File: config.mk
export PLATFORM = sky130hd
export DESIGN_NAME = serial_cmd_loader
export DESIGN_NICKNAME = d
export VERILOG_FILES = /design/src/rtl/serial_cmd_loader.sv
export SDC_FILE = /design/constraint.sdc
export NUM_CORES = 1
export LEC_CHECK = 0
export ABC_AREA = 1
export CAP_MARGIN = 25
export CORE_MARGIN = 5
export CORE_UTILIZATION = 53
export CTS_BUF_LIST = sky130_fd_sc_hd__clkbuf_4 sky130_fd_sc_hd__clkbuf_8
export CTS_CLUSTER_DIAMETER = 30
export DETAILED_ROUTE_END_ITERATION = 12
export PLACE_DENSITY = 0.78
export SETUP_SLACK_MARGIN = 0.15
export SLEW_MARGIN = 10
export SYNTH_ARGS = -nofsm -noshare
export SYNTH_HDL_FRONTEND = slang
export SYNTH_SLANG_ARGS = --single-unit
File: constraint.sdc
create_clock -name clk -period 1.8 [get_ports clk]
set_clock_uncertainty 0.15 [all_clocks]
set_input_delay 0.27 -clock clk [delete_from_list [all_inputs] [get_ports clk]]
set_output_delay 0.27 -clock clk [all_outputs]
set_load 0.02 [all_outputs]
File: src/rtl/serial_cmd_loader.sv
// serial_cmd_loader: byte-stream command parser feeding the serial pattern generator.
// Opcodes: 0x01 LOAD_DATA, 0x02 LOAD_FREQ (BYTE_NUM payload bytes, LSB first),
// 0x03 START (1 payload byte, bit0 = mode), 0x04 STOP (no payload).
// Patterns land in staging registers and reach the active outputs only on START.
// Ports:
//   clk, rst_n        clock, asynchronous active-low reset
//   i_rx_data/valid   received byte and its one-cycle strobe
//   o_start, o_stop   one-cycle pulses to the pattern generator
//   o_mode            active mode (0 one-shot, 1 repeat)
//   o_output_pattern  active output pattern
//   o_freq_pattern    active frequency pattern
//   o_busy            high while a command payload is being received
//   o_cmd_done        one-cycle pulse on successful command completion
//   o_cmd_err         one-cycle pulse on error, cause in o_err_code (1 opcode, 2 timeout)
module serial_cmd_loader #(
    parameter int unsigned DATA_BIT       = 32,
    parameter int unsigned TIMEOUT_CYCLES = 100000
) (
    input  logic                clk,
    input  logic                rst_n,
    input  logic [7:0]          i_rx_data,
    input  logic                i_rx_valid,
    output logic                o_start,
    output logic                o_stop,
    output logic                o_mode,
    output logic [DATA_BIT-1:0] o_output_pattern,
    output logic [DATA_BIT-1:0] o_freq_pattern,
    output logic                o_busy,
    output logic                o_cmd_done,
    output logic                o_cmd_err,
    output logic [1:0]          o_err_code
);

    localparam int unsigned BYTE_NUM = DATA_BIT / 8;
    localparam int unsigned IDX_W    = (BYTE_NUM > 1) ? $clog2(BYTE_NUM) : 1;
    localparam int unsigned CNT_W    = $clog2(TIMEOUT_CYCLES);

    localparam logic [7:0] OP_LOAD_DATA = 8'h01;
    localparam logic [7:0] OP_LOAD_FREQ = 8'h02;
    localparam logic [7:0] OP_START     = 8'h03;
    localparam logic [7:0] OP_STOP      = 8'h04;

    // Latched opcode only needs its low two bits (1, 2 or 3).
    localparam logic [1:0] OPC_LOAD_DATA = 2'd1;
    localparam logic [1:0] OPC_START     = 2'd3;

    localparam logic [IDX_W-1:0] IDX_LAST   = IDX_W'(BYTE_NUM - 1);
    localparam logic [CNT_W-1:0] CNT_EXPIRE = CNT_W'(TIMEOUT_CYCLES - 1);

    localparam logic [1:0] ERR_OPCODE  = 2'd1;
    localparam logic [1:0] ERR_TIMEOUT = 2'd2;

    typedef enum logic {
        S_CMD     = 1'b0,
        S_PAYLOAD = 1'b1
    } state_t;

    state_t               state_q, state_d;
    logic [1:0]           op_q, op_d;
    logic [IDX_W-1:0]     idx_q, idx_d;
    logic [CNT_W-1:0]     cnt_q, cnt_d;
    logic [DATA_BIT-1:0]  asm_q, asm_d;
    logic [DATA_BIT-1:0]  stg_data_q, stg_data_d;
    logic [DATA_BIT-1:0]  stg_freq_q, stg_freq_d;

    logic                 start_d, stop_d, done_d, err_d, busy_d, mode_d;
    logic [1:0]           err_code_d;
    logic [DATA_BIT-1:0]  out_pat_d, freq_pat_d;

    // Next-state and next-output logic.
    always_comb begin
        state_d    = state_q;
        op_d       = op_q;
        idx_d      = idx_q;
        cnt_d      = cnt_q;
        asm_d      = asm_q;
        stg_data_d = stg_data_q;
        stg_freq_d = stg_freq_q;
        start_d    = 1'b0;
        stop_d     = 1'b0;
        done_d     = 1'b0;
        err_d      = 1'b0;
        err_code_d = o_err_code;
        mode_d     = o_mode;
        out_pat_d  = o_output_pattern;
        freq_pat_d = o_freq_pattern;

        unique case (state_q)
            S_CMD: begin
                if (i_rx_valid) begin
                    unique case (i_rx_data)
                        OP_LOAD_DATA, OP_LOAD_FREQ, OP_START: begin
                            op_d    = i_rx_data[1:0];
                            idx_d   = '0;
                            cnt_d   = '0;
                            state_d = S_PAYLOAD;
                        end
                        OP_STOP: begin
                            stop_d = 1'b1;
                            done_d = 1'b1;
                        end
                        default: begin
                            err_d      = 1'b1;
                            err_code_d = ERR_OPCODE;
                        end
                    endcase
                end
            end

            S_PAYLOAD: begin
                if (i_rx_valid) begin
                    // An arriving byte always wins over an expiring timeout.
                    cnt_d = '0;
                    idx_d = idx_q + IDX_W'(1);
                    if (op_q == OPC_START) begin
                        out_pat_d  = stg_data_q;
                        freq_pat_d = stg_freq_q;
                        mode_d     = i_rx_data[0];
                        start_d    = 1'b1;
                        done_d     = 1'b1;
                        state_d    = S_CMD;
                    end else begin
                        for (int i = 0; i < int'(BYTE_NUM); i++) begin
                            if (idx_q == IDX_W'(i)) begin
                                asm_d[8*i +: 8] = i_rx_data;
                            end
                        end
                        if (idx_q == IDX_LAST) begin
                            if (op_q == OPC_LOAD_DATA) begin
                                stg_data_d = asm_d;
                            end else begin
                                stg_freq_d = asm_d;
                            end
                            done_d  = 1'b1;
                            state_d = S_CMD;
                        end
                    end
                end else if (cnt_q == CNT_EXPIRE) begin
                    // Abort leaves staging untouched; partial word is dropped.
                    cnt_d      = '0;
                    err_d      = 1'b1;
                    err_code_d = ERR_TIMEOUT;
                    state_d    = S_CMD;
                end else begin
                    cnt_d = cnt_q + CNT_W'(1);
                end
            end

            default: state_d = S_CMD;
        endcase

        busy_d = (state_d == S_PAYLOAD);
    end

    // State, datapath and output registers.
    always_ff @(posedge clk or negedge rst_n) begin
        if (!rst_n) begin
            state_q          <= S_CMD;
            op_q             <= '0;
            idx_q            <= '0;
            cnt_q            <= '0;
            asm_q            <= '0;
            stg_data_q       <= '0;
            stg_freq_q       <= '0;
            o_start          <= 1'b0;
            o_stop           <= 1'b0;
            o_mode           <= 1'b0;
            o_output_pattern <= '0;
            o_freq_pattern   <= '0;
            o_busy           <= 1'b0;
            o_cmd_done       <= 1'b0;
            o_cmd_err        <= 1'b0;
            o_err_code       <= '0;
        end else begin
            state_q          <= state_d;
            op_q             <= op_d;
            idx_q            <= idx_d;
            cnt_q            <= cnt_d;
            asm_q            <= asm_d;
            stg_data_q       <= stg_data_d;
            stg_freq_q       <= stg_freq_d;
            o_start          <= start_d;
            o_stop           <= stop_d;
            o_mode           <= mode_d;
            o_output_pattern <= out_pat_d;
            o_freq_pattern   <= freq_pat_d;
            o_busy           <= busy_d;
            o_cmd_done       <= done_d;
            o_cmd_err        <= err_d;
            o_err_code       <= err_code_d;
        end
    end

endmodule

==> results of run 1 <==
[report_power, final]
| part | switching (mW) | internal (mW) |
|---|---|---|
| Clock | 1.66 | 1.66 |
| Sequential | 0.468 | 4.97 |
| Combinational | 2.18 | 1.51 |
[cells in the final DEF (no fill, tap or decap), types with 2 or more instances in the layout]
master	count
nand3_1	21
clkdlybuf4s50_1	9
mux2_4	127
buf_4	46
buf_6	9
nor2_4	4
inv_2	3
buf_8	5
clkdlybuf4s15_1	53
o21ai_2	12
inv_6	2
xor2_1	2
dfrtp_1	184
nand4_1	18
nand2_4	2
o21ai_0	46
nand3_2	2
dfrtp_2	5
nand2_2	4
ha_4	4
clkbuf_8	21
nor2_1	25
nor2_2	8
a21oi_1	6
clkbuf_16	9
buf_12	16
dlygate4sd2_1	13
buf_16	8
nand2_1	130
clkbuf_2	5
bufinv_16	4
inv_1	65
o21ai_1	16
clkinv_4	2
clkinvlp_4	2
o21ai_4	4
[stage by stage]
step	power [mW]	std cells	TNS (ns)	hold slack [ns]
after floorplan	6.78	723	-0.0611	-0.176
after global placement	7.43	1008	-37.82	0.0556
final	12.4	1091	-4.52	0.106
after global routing	12.9	1091	-7.73	0.123
after detailed placement	7.61	1008	-40.75	0.0689
after CTS	11.2	1062	-0.266	0.117
[registers in the layout (all words and copies together) (netlist names)]
register and count:
asm_q 32, cnt_q 17, idx_q 2, o_cmd_done 1, o_cmd_err 1, o_err_code 2, o_freq_pattern 32, o_mode 1
o_output_pattern 32, o_start 1, o_stop 1, op_q 2, state_q 1, stg_data_q 32, stg_freq_q 32
[critical path: stages, from the launching register on]
cell	delay (ns)
dfrtp_1	0.39
buf_6	0.12
ha_4	0.17
nand2_4	0.08
nor3_4	0.15
buf_6	0.16
buf_12	0.12
buf_16	0.14
mux2_4	0.31
[cell type report]
cell class / instances / area (sq um) / area share, %
clock inverter: 11 / 179 / 1.58
tap: 188 / 235 / 2.08
inverter: 70 / 269 / 2.37
clock buffer: 21 / 283 / 2.50
multi-input combinational: 437 / 3560 / 31.4
sequential: 189 / 4740 / 41.8
timing repair buffer: 175 / 2070 / 18.3
[cell families after synthesis]
group	synth area share, %
buffers and inverters	5.23
multiplexers	18.0
XOR/XNOR	0.328
flip-flops	59.1
AO/OA/AOI/OAI	5.36
adder cells (fa/ha/maj)	0.781
AND/OR/NAND/NOR	11.2
[worst max-delay path by stage]
stage               slack [ns]                          to                 start
floorplan               -0.003  stg_data_q[10]$_DFFE_PN0P_  idx_q[1]$_DFFE_PN0P_
global placement         -0.36  stg_data_q[15]$_DFFE_PN0P_            i_rx_valid
detailed placement       -0.40  stg_data_q[15]$_DFFE_PN0P_            i_rx_valid
CTS                      -0.03   stg_freq_q[8]$_DFFE_PN0P_  idx_q[1]$_DFFE_PN0P_
global route             -0.18  stg_data_q[24]$_DFFE_PN0P_  idx_q[1]$_DFFE_PN0P_
finish                   -0.13  stg_data_q[23]$_DFFE_PN0P_  idx_q[1]$_DFFE_PN0P_
[repair_timing]
action	CTS	global route
buffers inserted	15	17
pin swaps	3	6
hold buffers	1	0
gates resized for setup	187	185
endpoints found under the setup margin	183	226
hold endpoints to repair	189	0
gates cloned	6	12
[layer usage]
layer | track usage [%] | vias up | share of wire [%] | wire [um]
li1 | - | 2741 | - | -
met1 | 31.7 | 3235 | 38 | 10100
met2 | 39.6 | 361 | 48 | 12600
met3 | 4.87 | 154 | 6.6 | 1730
met4 | 10.6 | 0 | 6.7 | 1750
met5 | 0 | - | 0 | 0
==> results.ini, run 1 <==
[synth]
ys_ff_latch=189
synth_nets=739
synth_area_sq_um=8010
synth_seq_area_share_pct=59.1
ys_types=22
synthTopCellsByArea=dfrtp_1 (59%), mux2_2 (18%), nand2_1 (6.4%)
synth_edf_count=0
synth_area_leader_cell=dfrtp_1
synth_top_area_share_pct=59.1
synth_most_common_cell=dfrtp_1
synthCells=723
synth.avg_cell_area_sq_um=11.1
synth_ff_type=dfrtp_1
ys_warn_count=0
synthArstFlopShare_pct=100
yosys-top-cells-count=dfrtp_1 (189), nand2_1 (136), mux2_2 (126), o21ai_0 (78), inv_1 (69)

[floorplan]
io_pins=83
die_h_um=133
initial_core_util_pct=53.3
dieArea_sq_um=17700
coreArea_sq_um=15000
die_w_um=133
fp-row-count=45

[sta]
min_period_ns=1.93
rsz0062_at_grt=yes
setup_violations=59
fmaxAchievable_mhz=518
min_period_over_period_pct=107
final_max_slew_viol_count=0
worst_slew_pin_slew_ns=0.396
maxSlewHeadroom_pct=73.3
hold_violations=0
setup_ws_ns=-0.131

[route]
vias=6491
first_iter_violations=702
postRouteAntennaNets=0
drt_first_pass_iters=7
drt_wl_total_um=26200
wire_per_inst_um=24.0
drc_errors=0
via_per_inst=5.95

[placed_design]
portBuffers=82
post-place-ws_ns=-0.401
place_area_sq_um=9420
dp_hpwl_um=12500
gp_congestion=0.865

[layout]
fillCellCount=851
nets=906
diodes=0
layout-drive-gt1-share_pct=34.3
syn2layout_area_growth_pct=41.5
finalInstanceArea_sq_um=11300
postLayoutCoreUtil_pct=75.4

[clock_tree]
cts_tree=done
clk_latency_ns=0.51
htree_levels=4
cts.path.max_buffers=2
cts_made_buffers=17
clock-sinks=189
root_buffer=clkbuf_8
clk_transition_reported_paths_ns=0.12

[worst_setup_path]
timing.rr.start=idx_q[1]$_DFFE_PN0P_
crit_type=reg -> reg
r2r_end=stg_data_q[23]$_DFFE_PN0P_
crit_arrival_ns=2.16
end_kind=register
reg2regPathDepth=8
r2r_slack_ns=-0.13
crit_required_ns=2.03
start_kind=register
crit_path_max_fanout=8

[job]
timing.max_cap.violations=0

[outcome]
failed_checks=setup timing
status=finished with violations

[global_route]
antenna_found_initial=0
grt_max_degree=58
grt_first_pass_wirelength_um=33800
grt_pass1_vias=6284
overflow=0
grtUsageTotal_pct=24.3

[power_and_ir_drop]
power_leakage_nw=5.50
p_per_area_nw_per_um2=1100
vdd_drop_max_uv=836

[worst_hold_path]
holdCritPathClass=in -> async

No activity file was read; power rests on OpenSTA's default activity.
==> run 2: changes to the inputs <==
Settings changed: CORE_UTILIZATION 53 to 54, PLACE_DENSITY 0.78 to 0.76, SLEW_MARGIN 10 to unset.
Clock period 1.8 ns to 2.37 ns, I/O delays scaled along.
==> run 2 against run 1 <==
  * Utilization is 9.0 points lower
  * Global-route usage is 4.4 points lower
  * Cell area is 15% lower
  * Routed wire length is 37% lower
  * The run now ends clean
  * Sequential cell count stayed put
  * Clock power is 37% lower
  * Via count is 16% lower
  * Critical path depth stayed put
  * Register-to-register slack better by 0.49 ns
  * Final cell count is 6.3% lower
  * Highest routed layer unchanged
  * Largest power group unchanged
  * Worst hold slack better by 0.13 ns
  * Critical path type unchanged
==> results.ini, run 2 (synthesis results as in run 1) <==
[outcome]
status=completed  ; was finished with violations

[route]
drc_errors=0  ; unchanged
wirelength_met1_um=7230  ; was 10,100 um
postRouteAntennaNets=0  ; unchanged
first_iter_violations=337  ; was 702
met3_length_um=707  ; was 1730 um
wire_per_inst_um=16.2  ; was 24.0 um
via_per_inst=5.35  ; was 5.95
top_layer=met4  ; unchanged
route.met2.wl_um=8100  ; was 12,600 um
vias=5471  ; was 6,491
drt_wl_total_um=16500  ; was 26,200 um
drt_first_pass_iters=5  ; was 7

[sta]
worst_slew_pin_slew_ns=0.499  ; was 0.396 ns
min_period_ns=2.01  ; was 1.93 ns
rsz0062_at_grt=no  ; was yes
final_max_slew_viol_count=0  ; unchanged
setup_ws_ns=0.363  ; was -0.131 ns
min_period_over_period_pct=84.7  ; was 107%
tns_ns=0  ; was -4.52 ns
setup_violations=0  ; was 59
fmaxAchievable_mhz=498  ; was 518 MHz
maxSlewHeadroom_pct=66.7  ; was 73.3%
hold_violations=0  ; unchanged

[worst_setup_path]
slowest_stage=dfrtp_1  ; unchanged
path_cells=ha_1 -> nand3_1 -> inv_1 -> nand3_1 -> nand2_1 -> nand2_1 -> nand2_1 -> nor2_1  ; was buf_6 -> ha_4 -> nand2_4 -> nor3_4 -> buf_6 -> buf_12 -> buf_16 -> mux2_4
end_kind=register  ; unchanged
crit_arrival_ns=2.21  ; was 2.16 ns
path_depth=8  ; unchanged
start_kind=register  ; unchanged
crit_required_ns=2.58  ; was 2.03 ns
critical_path_buf_inv_count=1  ; was 4
critical-path-top-delay-family=simple AND/OR/NAND/NOR gates  ; was buffers and inverters
reg2regPathDepth=8  ; unchanged
cpMostUsedCell=nand2_1  ; was buf_6
crit_path_max_fanout=7  ; was 8
crit_path_max_incr_delay_ns=0.46  ; was 0.39 ns
crit_type=reg -> reg  ; unchanged

[power_and_ir_drop]
vdd_drop_max_uv=486  ; was 836 uV
pwr-share-comb_pct=20.4  ; was 29.6%
p_per_area_nw_per_um2=796  ; was 1100 nW/um^2
p_seq_share_pct=52.5  ; was 43.7%
switching_share_pct=30.6  ; was 34.6%
clockPowerShare_pct=27.2  ; was 26.7%
power_leakage_nw=4.72  ; was 5.50 nW
p_int_mw=5.33  ; was 8.14 mW
power_switching_mw=2.35  ; was 4.31 mW

[layout]
layout-drive-gt1-share_pct=22.8  ; was 34.3%
mostFrequentLayoutCells=dfrtp_1 (189), nand2_1 (136), mux2_2 (126), clkdlybuf4s50_1 (80), o21ai_0 (78)  ; was dfrtp_1 (184), nand2_1 (130), mux2_4 (127), inv_1 (65), clkdlybuf4s15_1 (53)
fillCellCount=1132  ; was 851
diodes=0  ; unchanged
final_common_cell=dfrtp_1  ; unchanged
syn2layout_area_growth_pct=20.5  ; was 41.5%
nets=841  ; was 906

[clock_tree]
cts.path.max_buffers=2  ; unchanged
clock-sinks=189  ; unchanged
cts_made_buffers=17  ; unchanged
cts_setup_buffers=0  ; was 15
clk_transition_reported_paths_ns=0.09  ; was 0.12 ns
clk_latency_ns=0.47  ; was 0.51 ns
htree_levels=4  ; unchanged
root_buffer=clkbuf_8  ; unchanged
cts_tree=done  ; unchanged

[floorplan]
dieArea_sq_um=17400  ; was 17,700 sq um
initial_core_util_pct=55.1  ; was 53.3%
die_w_um=132  ; was 133 um
die_h_um=132  ; was 133 um
coreArea_sq_um=14500  ; was 15,000 sq um
fp-row-count=44  ; was 45
io_pins=83  ; unchanged

[placed_design]
portBuffers=82  ; unchanged
post-place-ws_ns=0.0887  ; was -0.401 ns
gp_congestion=0.849  ; was 0.865
dp_hpwl_um=11800  ; was 12,500 um

[global_route]
grt_pass1_vias=5722  ; was 6,284
grtUsageTotal_pct=19.9  ; was 24.3%
grt_first_pass_wirelength_um=28300  ; was 33,800 um
overflow=0  ; unchanged
antenna_found_initial=0  ; unchanged
grt_max_degree=67  ; was 58

[job]
timing.max_cap.violations=0  ; unchanged

[worst_hold_path]
holdCritPathClass=in -> async  ; unchanged

## run 2: metal layers
layer  up-vias  GRT usage [%]
li1       2605              -
met1      2708           25.9
met2       129           32.6
met3        29           3.89
met4         0           8.86
met5         -              0
## run 2: timing repair
item	in CTS	in global routing
endpoints found under the setup margin	0	1
endpoints found under the hold margin	41	0
gates resized for setup	0	1
hold buffers	1	0
## run 2: worst reg2reg max path, delay by kind of cell (launching register included)
kind	cells	cell delay (ns)
DFF	1	0.46
adders and majority gates	1	0.33
and+or+nand+nor	6	0.73
buffers and inverters	1	0.24
## run 2: metrics by stage
step | power [mW] | cells | instance area [sq um] | util [%] | hold slack, ns
after CTS | 7.74 | 1022 | 9650 | 66.4 | 0.227
after global placement | 5.53 | 989 | 9240 | 63.6 | 0.154
final | 7.68 | 1022 | 9650 | 66.4 | 0.236
after detailed placement | 5.66 | 989 | 9240 | 63.6 | 0.163
after global routing | 8.15 | 1022 | 9650 | 66.4 | 0.259
after floorplan | 5.06 | 723 | 8010 | - | -0.0901
## run 2: power groups by stage
stage / Combinational [mW] / Clock, mW / Sequential (mW)
4_1_cts: 1.58 / 2.13 / 4.03
3_5_place_dp: 1.56 / 0 / 4.09
2_1_floorplan: 1.05 / 0 / 4.01
6_report: 1.56 / 2.09 / 4.03
3_3_place_gp: 1.46 / 0 / 4.07
5_1_grt: 1.78 / 2.28 / 4.08
## run 2: worst paths after layout
check                                          start                          to  slack, ns
min in group clk           o_err_code[0]$_DFFE_PN0P_   o_err_code[0]$_DFFE_PN0P_       0.33
hold / removal                                 rst_n       cnt_q[13]$_DFFE_PN0P_       0.24
setup reg to reg                cnt_q[0]$_DFFE_PN0P_        cnt_q[2]$_DFFE_PN0P_       0.36
hold reg to reg            o_err_code[0]$_DFFE_PN0P_   o_err_code[0]$_DFFE_PN0P_       0.33
max in group asynchronous                      rst_n  stg_freq_q[12]$_DFFE_PN0P_       1.15
setup / recovery                cnt_q[0]$_DFFE_PN0P_        cnt_q[2]$_DFFE_PN0P_       0.36
## run 2: cell type report
class / instances / area, sq um / area share, %
clock buffers: 24 / 312 / 3.23
clock inverters: 8 / 81.3 / 0.843
inverters: 70 / 263 / 2.72
multi-input cells: 437 / 2880 / 29.9
flip-flops and latches: 189 / 4730 / 49.0
well taps: 184 / 230 / 2.39
repair buffers: 110 / 1150 / 11.9
==> run 3: changes to the inputs <==
Clock period 2.37 ns to 2.1 ns, I/O delays scaled along.
==> run 3 against run 2 <==
  * Cell area rose by 1.9%
  * Via count rose by 1.2%
  * Die area did not move
  * First-iteration DRC count rose by 28%
  * Sequential cell count did not move
  * Sequential share of layout area fell by 0.92 points
  * Combinational power rose by 17%
  * Non-clock buffer count rose by 7
  * Clock power rose by 22%
==> results.ini, run 3 (synthesis results as in run 1) <==
[sta]
rsz0062_at_grt=no  ; unchanged
fmaxAchievable_mhz=520
final_max_slew_viol_count=0  ; unchanged
maxSlewHeadroom_pct=66.2  ; was 66.7%
min_period_ns=1.92
min_period_over_period_pct=91.5
setup_violations=0  ; unchanged
worst_slew_pin_slew_ns=0.501  ; was 0.499 ns
hold_violations=0  ; unchanged

[worst_setup_path]
crit_start=o_freq_pattern[13]$_DFFE_PN0P_  ; was cnt_q[0]$_DFFE_PN0P_
critical_path_buf_inv_count=1  ; unchanged
crit_required_ns=1.63  ; was 2.58 ns
path_cells=clkdlybuf4s50_1  ; was ha_1 -> nand3_1 -> inv_1 -> nand3_1 -> nand2_1 -> nand2_1 -> nand2_1 -> nor2_1
r2r_slack_ns=0.27  ; was 0.36 ns
crit_arrival_ns=1.46  ; was 2.21 ns
crit_path_max_incr_delay_ns=0.62  ; was 0.46 ns
reg2regPathDepth=5  ; was 8
slowest_stage=clkdlybuf4s50_1  ; was dfrtp_1
path_depth=1  ; was 8
end_kind=primary output  ; was register
critical-path-top-delay-family=buffers and inverters  ; was simple AND/OR/NAND/NOR gates
crit_path_max_fanout=2  ; was 7
timing.rr.start=idx_q[1]$_DFFE_PN0P_  ; was cnt_q[0]$_DFFE_PN0P_
crit_path_end=o_freq_pattern[13]  ; was cnt_q[2]$_DFFE_PN0P_
crit_type=reg -> out  ; was reg -> reg
r2r_end=stg_data_q[5]$_DFFE_PN0P_  ; was cnt_q[2]$_DFFE_PN0P_
start_kind=register  ; unchanged

[route]
vias=5534  ; was 5,471
via_per_inst=5.38  ; was 5.35
postRouteAntennaNets=0  ; unchanged
first_iter_violations=432  ; was 337
drt_wl_total_um=17000  ; was 16,500 um
wire_per_inst_um=16.5  ; was 16.2 um
drc_errors=0  ; unchanged
drt_first_pass_iters=5  ; unchanged

[global_route]
antenna_found_initial=0  ; unchanged
overflow=0  ; unchanged
grtUsageTotal_pct=20.5  ; was 19.9%
grt_max_degree=66  ; was 67
grt_pass1_vias=5967  ; was 5,722
grt_first_pass_wirelength_um=29500  ; was 28,300 um

[placed_design]
dp_hpwl_um=12200  ; was 11,800 um
gp_congestion=0.906  ; was 0.849
place_inst=994  ; was 989
portBuffers=82  ; unchanged

[floorplan]
die_h_um=132  ; unchanged
dieArea_sq_um=17400  ; unchanged
initial_core_util_pct=55.1  ; unchanged
die_w_um=132  ; unchanged
coreArea_sq_um=14500  ; unchanged
io_pins=83  ; unchanged
fp-row-count=44  ; unchanged

[power_and_ir_drop]
power_leakage_nw=5.59  ; was 4.72 nW
finalPower_mw=8.93  ; was 7.68 mW
vdd_drop_max_uv=649  ; was 486 uV
p_per_area_nw_per_um2=908  ; was 796 nW/um^2

[clock_tree]
cts_tree=done  ; unchanged
cts_made_buffers=17  ; unchanged
htree_levels=4  ; unchanged
clk_transition_reported_paths_ns=0.09  ; about the same
cts.path.max_buffers=2  ; unchanged
root_buffer=clkbuf_8  ; unchanged
clk_latency_ns=0.47  ; about the same
clock-sinks=189  ; unchanged

[layout]
regArea_sq_um=4730  ; unchanged
fillCellCount=1095  ; was 1,132
final_cells=1029  ; was 1,022
nets=848  ; was 841
syn2layout_area_growth_pct=22.8  ; was 20.5%
layout-drive-gt1-share_pct=24.0  ; was 22.8%
final_common_cell=dfrtp_1  ; unchanged
mostFrequentLayoutCells=dfrtp_1 (189), nand2_1 (136), mux2_2 (126), o21ai_0 (78), inv_1 (68)  ; was dfrtp_1 (189), nand2_1 (136), mux2_2 (126), clkdlybuf4s50_1 (80), o21ai_0 (78)
multiInputGateArea_sq_um=2890  ; was 2880 sq um
diodes=0  ; unchanged

[job]
timing.max_cap.violations=0  ; unchanged

[worst_hold_path]
holdCritPathClass=in -> async  ; unchanged

[outcome]
status=completed  ; unchanged

[run 3: changes by cell type in the layout (fill, tap and decap cells not counted), sizes merged]
cell           before  now
buf                27   34
bufinv              1    3
clkbuf             25   19
clkdlybuf4s50      80   32
clkinv              4    5
clkinvlp            1    0
dlygate4sd2         0    5
dlymetal6s2s        1   44
inv                72   76
[run 3: power breakdown]
part	total (mW)	switching, mW	internal, mW	leakage [nW]
Sequential	4.54	0.288	4.26	2.49
Combinational	1.83	1.17	0.666	2.88
Clock	2.55	1.33	1.22	0.220
Total	8.93	2.78	6.15	5.59
[run 3: timing repair]
item / 4_1_cts / 5_1_grt
hold buffers: 1 / 0
gates cloned: 0 / 0
endpoints found under the setup margin: 5 / 93
setup buffers: 0 / 2
endpoints found under the hold margin: 47 / 0
resized for setup: 5 / 49
[run 3: per-layer routing]
layer	share of wire, %	wire length, um	track usage (%)
met1	44	7430	27.0
met5	0	0	0
met4	3.2	541	9.49
met3	3.6	619	4.12
met2	50	8430	33.0
[run 3: how the worst min path moves through the flow]
stage | from | slack (ns) | depth (start not counted) | endpoint
floorplan | rst_n | -0.13 | 0 | asm_q[0]$_DFFE_PN0P_
global placement | rst_n | 0.14 | 1 | cnt_q[12]$_DFFE_PN0P_
detailed placement | rst_n | 0.15 | 1 | cnt_q[7]$_DFFE_PN0P_
CTS | rst_n | 0.21 | 2 | cnt_q[13]$_DFFE_PN0P_
global route | rst_n | 0.24 | 2 | cnt_q[16]$_DFFE_PN0P_
finish | rst_n | 0.20 | 2 | cnt_q[12]$_DFFE_PN0P_
[run 3: layout make-up]
class,instances,share of cell area (%)
Inverter,70,2.67
Multi-Input combinational cell,437,29.4
Sequential cell,189,48.1
Tap cell,184,2.34
Clock inverter,14,1.87
Clock buffer,18,2.46
Timing Repair Buffer,117,13.2
[run 3: through the flow]
step	setup TNS (ns)	hold slack (ns)	cell area (sq um)	utilization [%]	setup WS, ns
after global placement	-6.34	0.139	9270	63.8	-0.0974
final	0	0.200	9830	67.6	0.179
after detailed placement	-10.27	0.151	9270	63.8	-0.139
after global routing	0	0.241	9830	67.6	0.120
after floorplan	0	-0.131	8010	-	0.211
after CTS	0	0.209	9700	66.7	0.150
